$ cat src/rtl/ps2_scancode_decoder.sv
// ps2_scancode_decoder
//   Folds the Set 2 scan-code byte stream from ps2_keyboard into single key
//   events {extended, released, code}. E0 (extended), F0 (break) and E1
//   (Pause) prefix sequences are absorbed. Decoded events are queued in a
//   small FIFO that the keymap/host logic drains with a valid/ready handshake.
//
// Parameters
//   FIFO_DEPTH     buffered key events (power of two, >= 2)
//   TIMEOUT_CYCLES cycles allowed after a prefix byte before the partial
//                  sequence is abandoned
//
// Ports
//   clock        system clock, rising edge
//   reset        synchronous, active-low reset
//   valid_data   byte strobe from ps2_keyboard (one byte per rising level)
//   data         scan-code byte qualified by valid_data
//   out_valid    event available at FIFO head
//   out_ready    consumer accepts the head event
//   out_code     head event scan code
//   out_extended head event had an E0 prefix (also set for Pause)
//   out_released head event is a break
//   overflow     sticky: an event was dropped because the FIFO was full
//   timeout      one-cycle pulse when a partial sequence is abandoned
module ps2_scancode_decoder #(
    parameter int unsigned FIFO_DEPTH     = 4,
    parameter int unsigned TIMEOUT_CYCLES = 50000
) (
    input  logic       clock,
    input  logic       reset,
    input  logic       valid_data,
    input  logic [7:0] data,
    output logic       out_valid,
    input  logic       out_ready,
    output logic [7:0] out_code,
    output logic       out_extended,
    output logic       out_released,
    output logic       overflow,
    output logic       timeout
);

    localparam int unsigned TCNT_W = $clog2(TIMEOUT_CYCLES + 1);
    localparam int unsigned PTR_W  = $clog2(FIFO_DEPTH);
    localparam int unsigned CNT_W  = $clog2(FIFO_DEPTH + 1);

    typedef enum logic [2:0] {
        IDLE,
        GOT_E0,
        GOT_F0,
        GOT_E0F0,
        SKIP_E1
    } state_t;

    state_t state, state_n, cur_state;

    // Input sampling and registered rising-edge detect on valid_data.
    logic       vd_sync;
    logic       vd_prev;
    logic [7:0] data_q;
    logic       accept;

    always_ff @(posedge clock) begin
        if (!reset) begin
            vd_sync <= 1'b0;
            vd_prev <= 1'b0;
            data_q  <= '0;
        end else begin
            vd_sync <= valid_data;
            vd_prev <= vd_sync;
            data_q  <= data;
        end
    end

    assign accept = vd_sync & ~vd_prev;

    // Decoder state.
    logic [2:0]        skip, skip_n;
    logic [TCNT_W-1:0] tcnt;
    logic              tmo_hit;
    logic              emit;
    logic [9:0]        emit_data;
    logic              filtered;
    logic              push_q;
    logic [9:0]        push_data;

    assign tmo_hit  = (state != IDLE) && (tcnt == TCNT_W'(TIMEOUT_CYCLES));
    assign filtered = (data_q == 8'h00) || (data_q == 8'hAA) || (data_q == 8'hEE) ||
                      (data_q == 8'hFA) || (data_q == 8'hFE) || (data_q == 8'hFF);

    always_ff @(posedge clock) begin
        if (!reset) begin
            state     <= IDLE;
            skip      <= '0;
            tcnt      <= '0;
            timeout   <= 1'b0;
            push_q    <= 1'b0;
            push_data <= '0;
        end else begin
            state     <= state_n;
            skip      <= skip_n;
            timeout   <= tmo_hit;
            push_q    <= emit;
            push_data <= emit_data;
            if (accept || tmo_hit || state == IDLE)
                tcnt <= '0;
            else
                tcnt <= tcnt + 1'b1;
        end
    end

    // A timeout collapses the current state to IDLE first, so a byte landing
    // in the same cycle is decoded in IDLE context.
    always_comb begin
        state_n   = state;
        skip_n    = skip;
        emit      = 1'b0;
        emit_data = '0;
        cur_state = tmo_hit ? IDLE : state;
        if (tmo_hit)
            state_n = IDLE;
        if (accept) begin
            case (cur_state)
                IDLE: begin
                    state_n = IDLE;
                    if (data_q == 8'hF0) begin
                        state_n = GOT_F0;
                    end else if (data_q == 8'hE0) begin
                        state_n = GOT_E0;
                    end else if (data_q == 8'hE1) begin
                        state_n = SKIP_E1;
                        skip_n  = 3'd7;
                    end else if (!filtered) begin
                        emit      = 1'b1;
                        emit_data = {1'b0, 1'b0, data_q};
                    end
                end
                GOT_E0: begin
                    if (data_q == 8'hF0) begin
                        state_n = GOT_E0F0;
                    end else if (data_q == 8'hE0) begin
                        state_n = GOT_E0;
                    end else begin
                        emit      = 1'b1;
                        emit_data = {1'b1, 1'b0, data_q};
                        state_n   = IDLE;
                    end
                end
                GOT_F0: begin
                    emit      = 1'b1;
                    emit_data = {1'b0, 1'b1, data_q};
                    state_n   = IDLE;
                end
                GOT_E0F0: begin
                    emit      = 1'b1;
                    emit_data = {1'b1, 1'b1, data_q};
                    state_n   = IDLE;
                end
                SKIP_E1: begin
                    if (skip == 3'd1) begin
                        emit      = 1'b1;
                        emit_data = {1'b1, 1'b0, 8'hE1};
                        state_n   = IDLE;
                        skip_n    = '0;
                    end else begin
                        skip_n  = skip - 1'b1;
                        state_n = SKIP_E1;
                    end
                end
                default: state_n = IDLE;
            endcase
        end
    end

    // Event FIFO.
    logic [9:0]       mem [FIFO_DEPTH];
    logic [PTR_W-1:0] wr_ptr;
    logic [PTR_W-1:0] rd_ptr;
    logic [CNT_W-1:0] count;
    logic             full;
    logic             pop;
    logic             push_ok;

    assign full    = (count == CNT_W'(FIFO_DEPTH));
    assign pop     = out_valid && out_ready;
    assign push_ok = push_q && (!full || pop);

    always_ff @(posedge clock) begin
        if (!reset) begin
            for (int unsigned i = 0; i < FIFO_DEPTH; i++)
                mem[i] <= '0;
            wr_ptr   <= '0;
            rd_ptr   <= '0;
            count    <= '0;
            overflow <= 1'b0;
        end else begin
            if (push_ok) begin
                mem[wr_ptr] <= push_data;
                wr_ptr      <= wr_ptr + 1'b1;
            end
            if (pop)
                rd_ptr <= rd_ptr + 1'b1;
            case ({push_ok, pop})
                2'b10:   count <= count + 1'b1;
                2'b01:   count <= count - 1'b1;
                default: count <= count;
            endcase
            if (push_q && !push_ok)
                overflow <= 1'b1;
        end
    end

    assign out_valid = (count != '0);
    assign {out_extended, out_released, out_code} = mem[rd_ptr];

endmodule

$ cat config.mk
export PLATFORM = sky130hd
export DESIGN_NAME = ps2_scancode_decoder
export DESIGN_NICKNAME = d
export VERILOG_FILES = /design/src/rtl/ps2_scancode_decoder.sv
export SDC_FILE = /design/constraint.sdc
export NUM_CORES = 1
export LEC_CHECK = 0
export CAP_MARGIN = 20
export CORE_MARGIN = 2
export CORE_UTILIZATION = 40
export DETAILED_ROUTE_END_ITERATION = 6
export HOLD_SLACK_MARGIN = 0.12
export PLACE_DENSITY = 0.7
export SKIP_LAST_GASP = 1
export SLEW_MARGIN = 20
export SYNTH_ARGS = -nofsm -noshare
export SYNTH_HDL_FRONTEND = slang
export SYNTH_SLANG_ARGS = --single-unit
$ cat constraint.sdc
create_clock -name clock -period 2 [get_ports clock]
set_clock_uncertainty 0.05 [all_clocks]
set_input_delay 0.4 -clock clock [delete_from_list [all_inputs] [get_ports clock]]
set_output_delay 0.4 -clock clock [all_outputs]
set_load 0.05 [all_outputs]
Word-level counts from Yosys, hierarchy flattened
Memories as Yosys holds them, arrays and structs flattened. A register that Yosys moved wholly into a read port is not among the register bits.
Cells that the tools add are included.
{"block": "word_totals", "input_bits": 12, "word_cells": 109, "ramBits": 40, "regBits": 52, "memories": 1, "out_inout_bits": 13}
{"name": "mem", "words": 4, "word_bits": 10, "rd": 1, "rd_clocked_by_memory_dff": 1, "wr": 4, "line": "174", "rtl": "logic [9:0] mem [FIFO_DEPTH];"}
{"block": "op_classes", "bitwise_logic": 3, "mux": 40, "reduce_logical": 26, "n_eq_ne": 20, "addsub": 6}
{"cell": "8-bit == test (second input constant)", "n": 8}
{"cell": "10-bit one-hot mux with 5 select lines", "n": 1}
{"cell": "10-bit 2-to-1 mux", "n": 4}
{"cell": "8-bit 2-to-1 mux", "n": 4}
{"cell": "3-bit 2-to-1 mux", "n": 10}
{"cell": "16-bit by 1-bit adder with 16-bit output (second input constant)", "n": 1}
{"cell": "16-bit == test (second input constant)", "n": 1}
{"cell": "1-bit 2-to-1 mux", "n": 13}
{"cell": "3-bit one-hot mux with 2 select lines", "n": 2}
{"cell": "10-bit OR reduction", "n": 1}
{"cell": "3-bit one-hot mux with 3 select lines", "n": 1}
{"cell": "8-bit logical NOT", "n": 1}
{"cell": "1-bit logical OR", "n": 8}
{"cell": "2-bit 2-to-1 mux", "n": 4}
{"cell": "3-bit by 1-bit == test with 1-bit output (second input constant)", "n": 2}
{"cell": "3-bit by 2-bit == test with 1-bit output (second input constant)", "n": 2}
{"cell": "3-bit == test (second input constant)", "n": 2}
{"cell": "3-bit logical NOT", "n": 2}
{"cell": "2-bit inequality test (second input constant)", "n": 3}
{"cell": "3-bit nonzero test", "n": 2}
{"cell": "3-bit by 1-bit subtractor with 3-bit output (second input constant)", "n": 2}
{"cell": "5-bit AND reduction", "n": 1}
{"cell": "2-bit by 1-bit adder with 2-bit output (second input constant)", "n": 2}
{"cell": "1-bit logical AND", "n": 4}
{"cell": "10 further kinds", "n": 14}

Longest topological paths before layout
{"block": "depth", "depth_word": 11, "ltp_mapped": 8, "depth_no_buf": 8}

Least setup slack after synthesis
OpenSTA, ideal clock, no wires.
{"block": "synth_path", "kind": "register to register", "start": "register tcnt[2]", "end": "register skip[2]", "arrival_time_ps": 1832, "synth_period_minus_slack_ps": 1999, "required_time_ps": 1833, "n_path_buf": 1, "setup_slack_ps": 1, "stages_incl_launch_ff": 7, "path_cell_list": "dfxtp_1 -> or4_4 -> or4_1 -> buf_2 -> nand2_2 -> a211oi_2 -> a32o_1"}
{"block": "synth_via", "elab_chain_cells": 6, "word_cells_on_any_way": 11}
{"item": "start: declaration", "line": "77", "rtl": "logic [TCNT_W-1:0] tcnt;"}
{"item": "start signal: assignment", "line": "106", "rtl": "tcnt <= tcnt + 1'b1;"}
{"item": "16-bit == test *", "line": "85", "rtl": "assign tmo_hit = (state != IDLE) && (tcnt == TCNT_W'(TIMEOUT_CYCLES));"}
{"item": "1-bit logical AND *", "line": "85"}
{"item": "3-bit 2-to-1 mux *"}
{"item": "3-bit == test / 3-bit logical NOT (equally long branches)", "line": "121", "rtl": "case (cur_state)"}
{"item": "2-bit nonzero test (no source line) / 2-bit inequality test (equally long branches)"}
{"item": "5-bit AND reduction (no source line)"}
{"item": "end signal: assignment", "line": "99", "rtl": "skip <= skip_n;"}
{"item": "end: declaration", "line": "76", "rtl": "logic [2:0] skip, skip_n;"}
Every way passes the cells marked *; elsewhere a longest branch is shown, timed or not.
A chain may end at the register's enable or synchronous reset.

==> impl_results.html <==
<table>
<tr><th>Metric</th><th>Value</th></tr>
<tr><th colspan="2">Logic synthesis</th></tr>
<tr><td>Number of warnings printed during yosys synthesis</td><td>0</td></tr>
<tr><td>Area leader, netlist</td><td>sky130_fd_sc_hd__edfxtp_1</td></tr>
<tr><td>Top cell types by occurrence after synthesis</td><td>54 x sky130_fd_sc_hd__dfxtp_1, 49 x sky130_fd_sc_hd__and2_1, 40 x sky130_fd_sc_hd__edfxtp_1</td></tr>
<tr><td>Cell area after synthesis</td><td>4160 um^2</td></tr>
<tr><td>Number of distinct library cells after synthesis</td><td>54</td></tr>
<tr><td>Flop and latch count out of synthesis</td><td>94</td></tr>
<tr><td>Synth top area cells</td><td>sky130_fd_sc_hd__edfxtp_1 29%, sky130_fd_sc_hd__dfxtp_1 26%, sky130_fd_sc_hd__and2_1 7.4%</td></tr>
<tr><td>Top_reg_cell synth</td><td>sky130_fd_sc_hd__dfxtp_1</td></tr>
<tr><td>Share of async-settable or async-resettable flops after synthesis</td><td>0</td></tr>
<tr><td>Mean Syn Cell Area</td><td>11.2 um^2</td></tr>
<tr><td>Total nets after synthesis</td><td>390</td></tr>
<tr><td>EDFF count, synth</td><td>40</td></tr>
<tr><td>Sequential area share after synthesis</td><td>0.549</td></tr>
<tr><td>Most common cell in the synthesized netlist</td><td>sky130_fd_sc_hd__dfxtp_1</td></tr>
<tr><td>Syn Inst Count</td><td>373</td></tr>
<tr><td>Fraction of post-synthesis cell area in the top cell type by area</td><td>0.289</td></tr>
<tr><th colspan="2">STA</th></tr>
<tr><td>Setup TNS</td><td>-0.00539 ns</td></tr>
<tr><td>Worst-margin pin slew</td><td>0.588 ns</td></tr>
<tr><td>Final Critical Period</td><td>2.01 ns</td></tr>
<tr><td>Final critical-path share of the clock period</td><td>1.00</td></tr>
<tr><td>Fin. Hold Viols</td><td>0</td></tr>
<tr><td>Number of setup violations in the final report</td><td>1</td></tr>
<tr><td>Highest clock rate</td><td>0.499 GHz</td></tr>
<tr><td>Minimum setup slack in the final design</td><td>-0.00539 ns</td></tr>
<tr><td>Worst rel slew slack</td><td>0.608</td></tr>
<tr><td>Unrepaired setup endpoints after global routing</td><td>true</td></tr>
<tr><td>Worst hold-check slack</td><td>0.431 ns</td></tr>
<tr><td>Final count of pins violating max slew</td><td>0</td></tr>
<tr><th colspan="2">Clock tree</th></tr>
<tr><td>Number of setup buffers added after CTS</td><td>0</td></tr>
<tr><td>CTS Buf Count</td><td>9</td></tr>
<tr><td>CTS Buffer Depth</td><td>2</td></tr>
<tr><td>H-tree level count</td><td>3</td></tr>
<tr><td>CTS tree</td><td>yes</td></tr>
<tr><td>Library cell used as clock root buffer</td><td>sky130_fd_sc_hd__clkbuf_8</td></tr>
<tr><td>Clock Sinks</td><td>94</td></tr>
<tr><td>Clock input transition at the sequential cells of the worst setup and hold paths</td><td>0.10 ns</td></tr>
<tr><td>Clock network latency to the later pin of the worst-skew pair</td><td>0.37 ns</td></tr>
<tr><th colspan="2">Setup path</th></tr>
<tr><td>Arrival time at the worst endpoint</td><td>1.56 ns</td></tr>
<tr><td>Sort of element at the end of the critical path</td><td>output port</td></tr>
<tr><td>Worst endpoint required time</td><td>1.55 ns</td></tr>
<tr><td>Startpoint Class</td><td>register</td></tr>
<tr><td>Worst setup path class</td><td>register to output port</td></tr>
<tr><td>Critical-path maximum fanout</td><td>10</td></tr>
<tr><th colspan="2">Global route</th></tr>
<tr><td>First-pass GRT wire length</td><td>13600 um</td></tr>
<tr><td>Most congested layer reported by global routing</td><td>met2</td></tr>
<tr><td>GR met2 Demand/Resource</td><td>0.257</td></tr>
<tr><td>M1 GR Usage</td><td>0.190</td></tr>
<tr><td>Global route total overflow</td><td>0</td></tr>
<tr><td>M3 GR Usage</td><td>0.0313</td></tr>
<tr><td>GR Util All Layers</td><td>0.152</td></tr>
<tr><td>Largest net degree at the start of global routing</td><td>19</td></tr>
<tr><td>Antenna violations before repair</td><td>0</td></tr>
<tr><td>Number of global-route vias before repair</td><td>2891</td></tr>
<tr><th colspan="2">Placed design</th></tr>
<tr><td>Number of port buffers</td><td>24</td></tr>
<tr><td>Inst Count DP</td><td>563</td></tr>
<tr><td>Total cell area at the placement stage</td><td>4860 um^2</td></tr>
<tr><td>Routability congestion estimate from global placement</td><td>0.850</td></tr>
<tr><td>Estimated wirelength of the detail-placed design</td><td>5790 um</td></tr>
<tr><th colspan="2">Final layout</th></tr>
<tr><td>Number of filler cells placed in the layout</td><td>913</td></tr>
<tr><td>Area taken by multi-input logic gates</td><td>1850 um^2</td></tr>
<tr><td>Total inserted antenna cells</td><td>0</td></tr>
<tr><td>Share of layout cells above drive strength 1</td><td>0.230</td></tr>
<tr><td>Final non-filler cell total</td><td>579</td></tr>
<tr><td>Layout Nets</td><td>455</td></tr>
<tr><td>Post-Layout Inst Area</td><td>5180 um^2</td></tr>
<tr><td>Reg area</td><td>2280 um^2</td></tr>
<tr><td>Area overhead of the layout relative to synthesis</td><td>24.6%</td></tr>
<tr><th colspan="2">Die</th></tr>
<tr><td>Horizontal die dimension</td><td>106 um</td></tr>
<tr><td>Initial Util</td><td>0.407</td></tr>
<tr><td>Die Y</td><td>106 um</td></tr>
<tr><td>Area of the core</td><td>10200 um^2</td></tr>
<tr><td>I/O pin cnt</td><td>25</td></tr>
<tr><td>Number of placement rows</td><td>37</td></tr>
<tr><td>Area of the die</td><td>11200 um^2</td></tr>
<tr><th colspan="2">Drt</th></tr>
<tr><td>Total wirelength of the detailed-routed design</td><td>7820 um</td></tr>
<tr><td>DRC violations left</td><td>0</td></tr>
<tr><td>Overall via count from detail_route</td><td>2910</td></tr>
<tr><td>DRC marker count from the first detailed-route iteration</td><td>203</td></tr>
<tr><td>Detailed Routing Iterations Pass 1</td><td>5</td></tr>
<tr><td>Routed WL per cell</td><td>13.5 um</td></tr>
<tr><td>Remaining antenna violation count</td><td>0</td></tr>
<tr><td>Via-per-instance ratio</td><td>5.03</td></tr>
<tr><th colspan="2">Flow run</th></tr>
<tr><td>Number of max-cap violations</td><td>0</td></tr>
<tr><th colspan="2">Outcome</th></tr>
<tr><td>Violated checks</td><td>negative setup slack</td></tr>
<tr><td>Outcome</td><td>complete, but fails checks</td></tr>
<tr><th colspan="2">Pwr</th></tr>
<tr><td>Internal Pwr Total</td><td>2.82 mW</td></tr>
<tr><td>Combinational share of power</td><td>0.151</td></tr>
<tr><td>Leak</td><td>2.00 nW</td></tr>
<tr><td>Power density over the cells</td><td>757 nW/um^2</td></tr>
<tr><td>Power share of the sequential group</td><td>0.538</td></tr>
<tr><td>Overall Power</td><td>3.92 mW</td></tr>
<tr><td>Fraction of power spent switching nets</td><td>0.281</td></tr>
<tr><td>Peak supply drop</td><td>0.333 mV</td></tr>
<tr><td>Switching power</td><td>1.10 mW</td></tr>
<tr><td>Fraction of power consumed by the clock network</td><td>0.312</td></tr>
<tr><th colspan="2">Hold path</th></tr>
<tr><td>Class of the worst hold path</td><td>register to register</td></tr>
</table>
## critical path: stages (launching register included)
cell	delay, ns
sky130_fd_sc_hd__dfxtp_2	0.35
sky130_fd_sc_hd__buf_12	0.14
sky130_fd_sc_hd__mux4_2	0.52
sky130_fd_sc_hd__buf_6	0.17
## power by group through the flow
stage	Combinational (mW)	Sequential [mW]	Clock, mW
after detailed placement	0.565	2.15	0
after floorplan	0.377	2.13	0
after global placement	0.557	2.15	0
after global routing	0.631	2.12	1.34
after CTS	0.596	2.11	1.24
final	0.591	2.11	1.22
## per-layer routing
metal  routed length, um  vias up  share of wire
met5                   0        -              0
met4                 170        0          0.022
met3                 302       18          0.039
met2                3850       49           0.49
met1                3490     1376           0.45
li1                    -     1467              -
## registers in the layout, summed over array words and instances, names as in the netlist, 2 cells and up, named ones only
name	cells
data_q	8
count	3
rd_ptr	2
state	3
mem	40
push_data	10
wr_ptr	2
tcnt	16
skip	3
## kinds of logic (layout without fill, tap and decap cells)
| family | Yosys count | count (layout) | synth area share |
|---|---|---|---|
| compound gates | 54 | 54 | 0.0866 |
| xor+xnor | 17 | 17 | 0.0358 |
| fa+ha+maj | 5 | 5 | 0.0168 |
| buf+inv | 28 | 98 | 0.0262 |
| flops | 94 | 94 | 0.549 |
| mux | 11 | 11 | 0.0566 |
| simple gates | 164 | 164 | 0.229 |
## placed cells by master, fill, tap and decap left out, drive strengths merged, types with 5 or more instances in the layout
cell type / Yosys / layout
a211oi: 5 / 5
and3: 12 / 12
mux4: 10 / 10
dfxtp: 54 / 54
nor2b: 6 / 6
buf: 5 / 57
clkdlybuf4s50: 0 / 11
nand4: 5 / 5
inv: 12 / 15
and2: 49 / 49
edfxtp: 40 / 40
nor2: 26 / 26
o21ai: 15 / 15
or3: 7 / 7
o211a: 5 / 5
nor3: 9 / 9
xor2: 8 / 8
nand2: 20 / 20
xnor2: 9 / 9
clkbuf: 11 / 9
a21oi: 13 / 13
nand3: 8 / 8
## timing repair
item / CTS / global route
pin swaps: 0 / 2
resized for setup: 22 / 9
hold buffers: 0 / 0
endpoints found under the setup margin: 62 / 51
## area by class of cell
type | count | share of cell area
clock buffers | 9 | 0.0239
flip-flops and latches | 94 | 0.441
well taps | 136 | 0.0328
inverters | 12 | 0.00869
multi-input cells | 251 | 0.357
clock inverters | 7 | 0.0128
repair buffers | 70 | 0.125
## per-stage QoR
stage               setup slack, ns   util
floorplan                  0.000920      -
global placement             -0.470  0.475
detailed placement           -0.543  0.475
CTS                         -0.0270  0.504
global route                -0.0468  0.507
finish                     -0.00539  0.507
## worst paths after layout
kind | startpoint | endpoint | slack (ns) | cells after the start
worst max register to register | tcnt[2] | skip[0] | 0.01 | 6
worst min-delay path | vd_sync | vd_prev | 0.43 | 1
worst max-delay path | register | out_code[5] | -0.005 | 3
worst min register to register | vd_sync | vd_prev | 0.43 | 1
No activity file was read; power rests on OpenSTA's default activity.
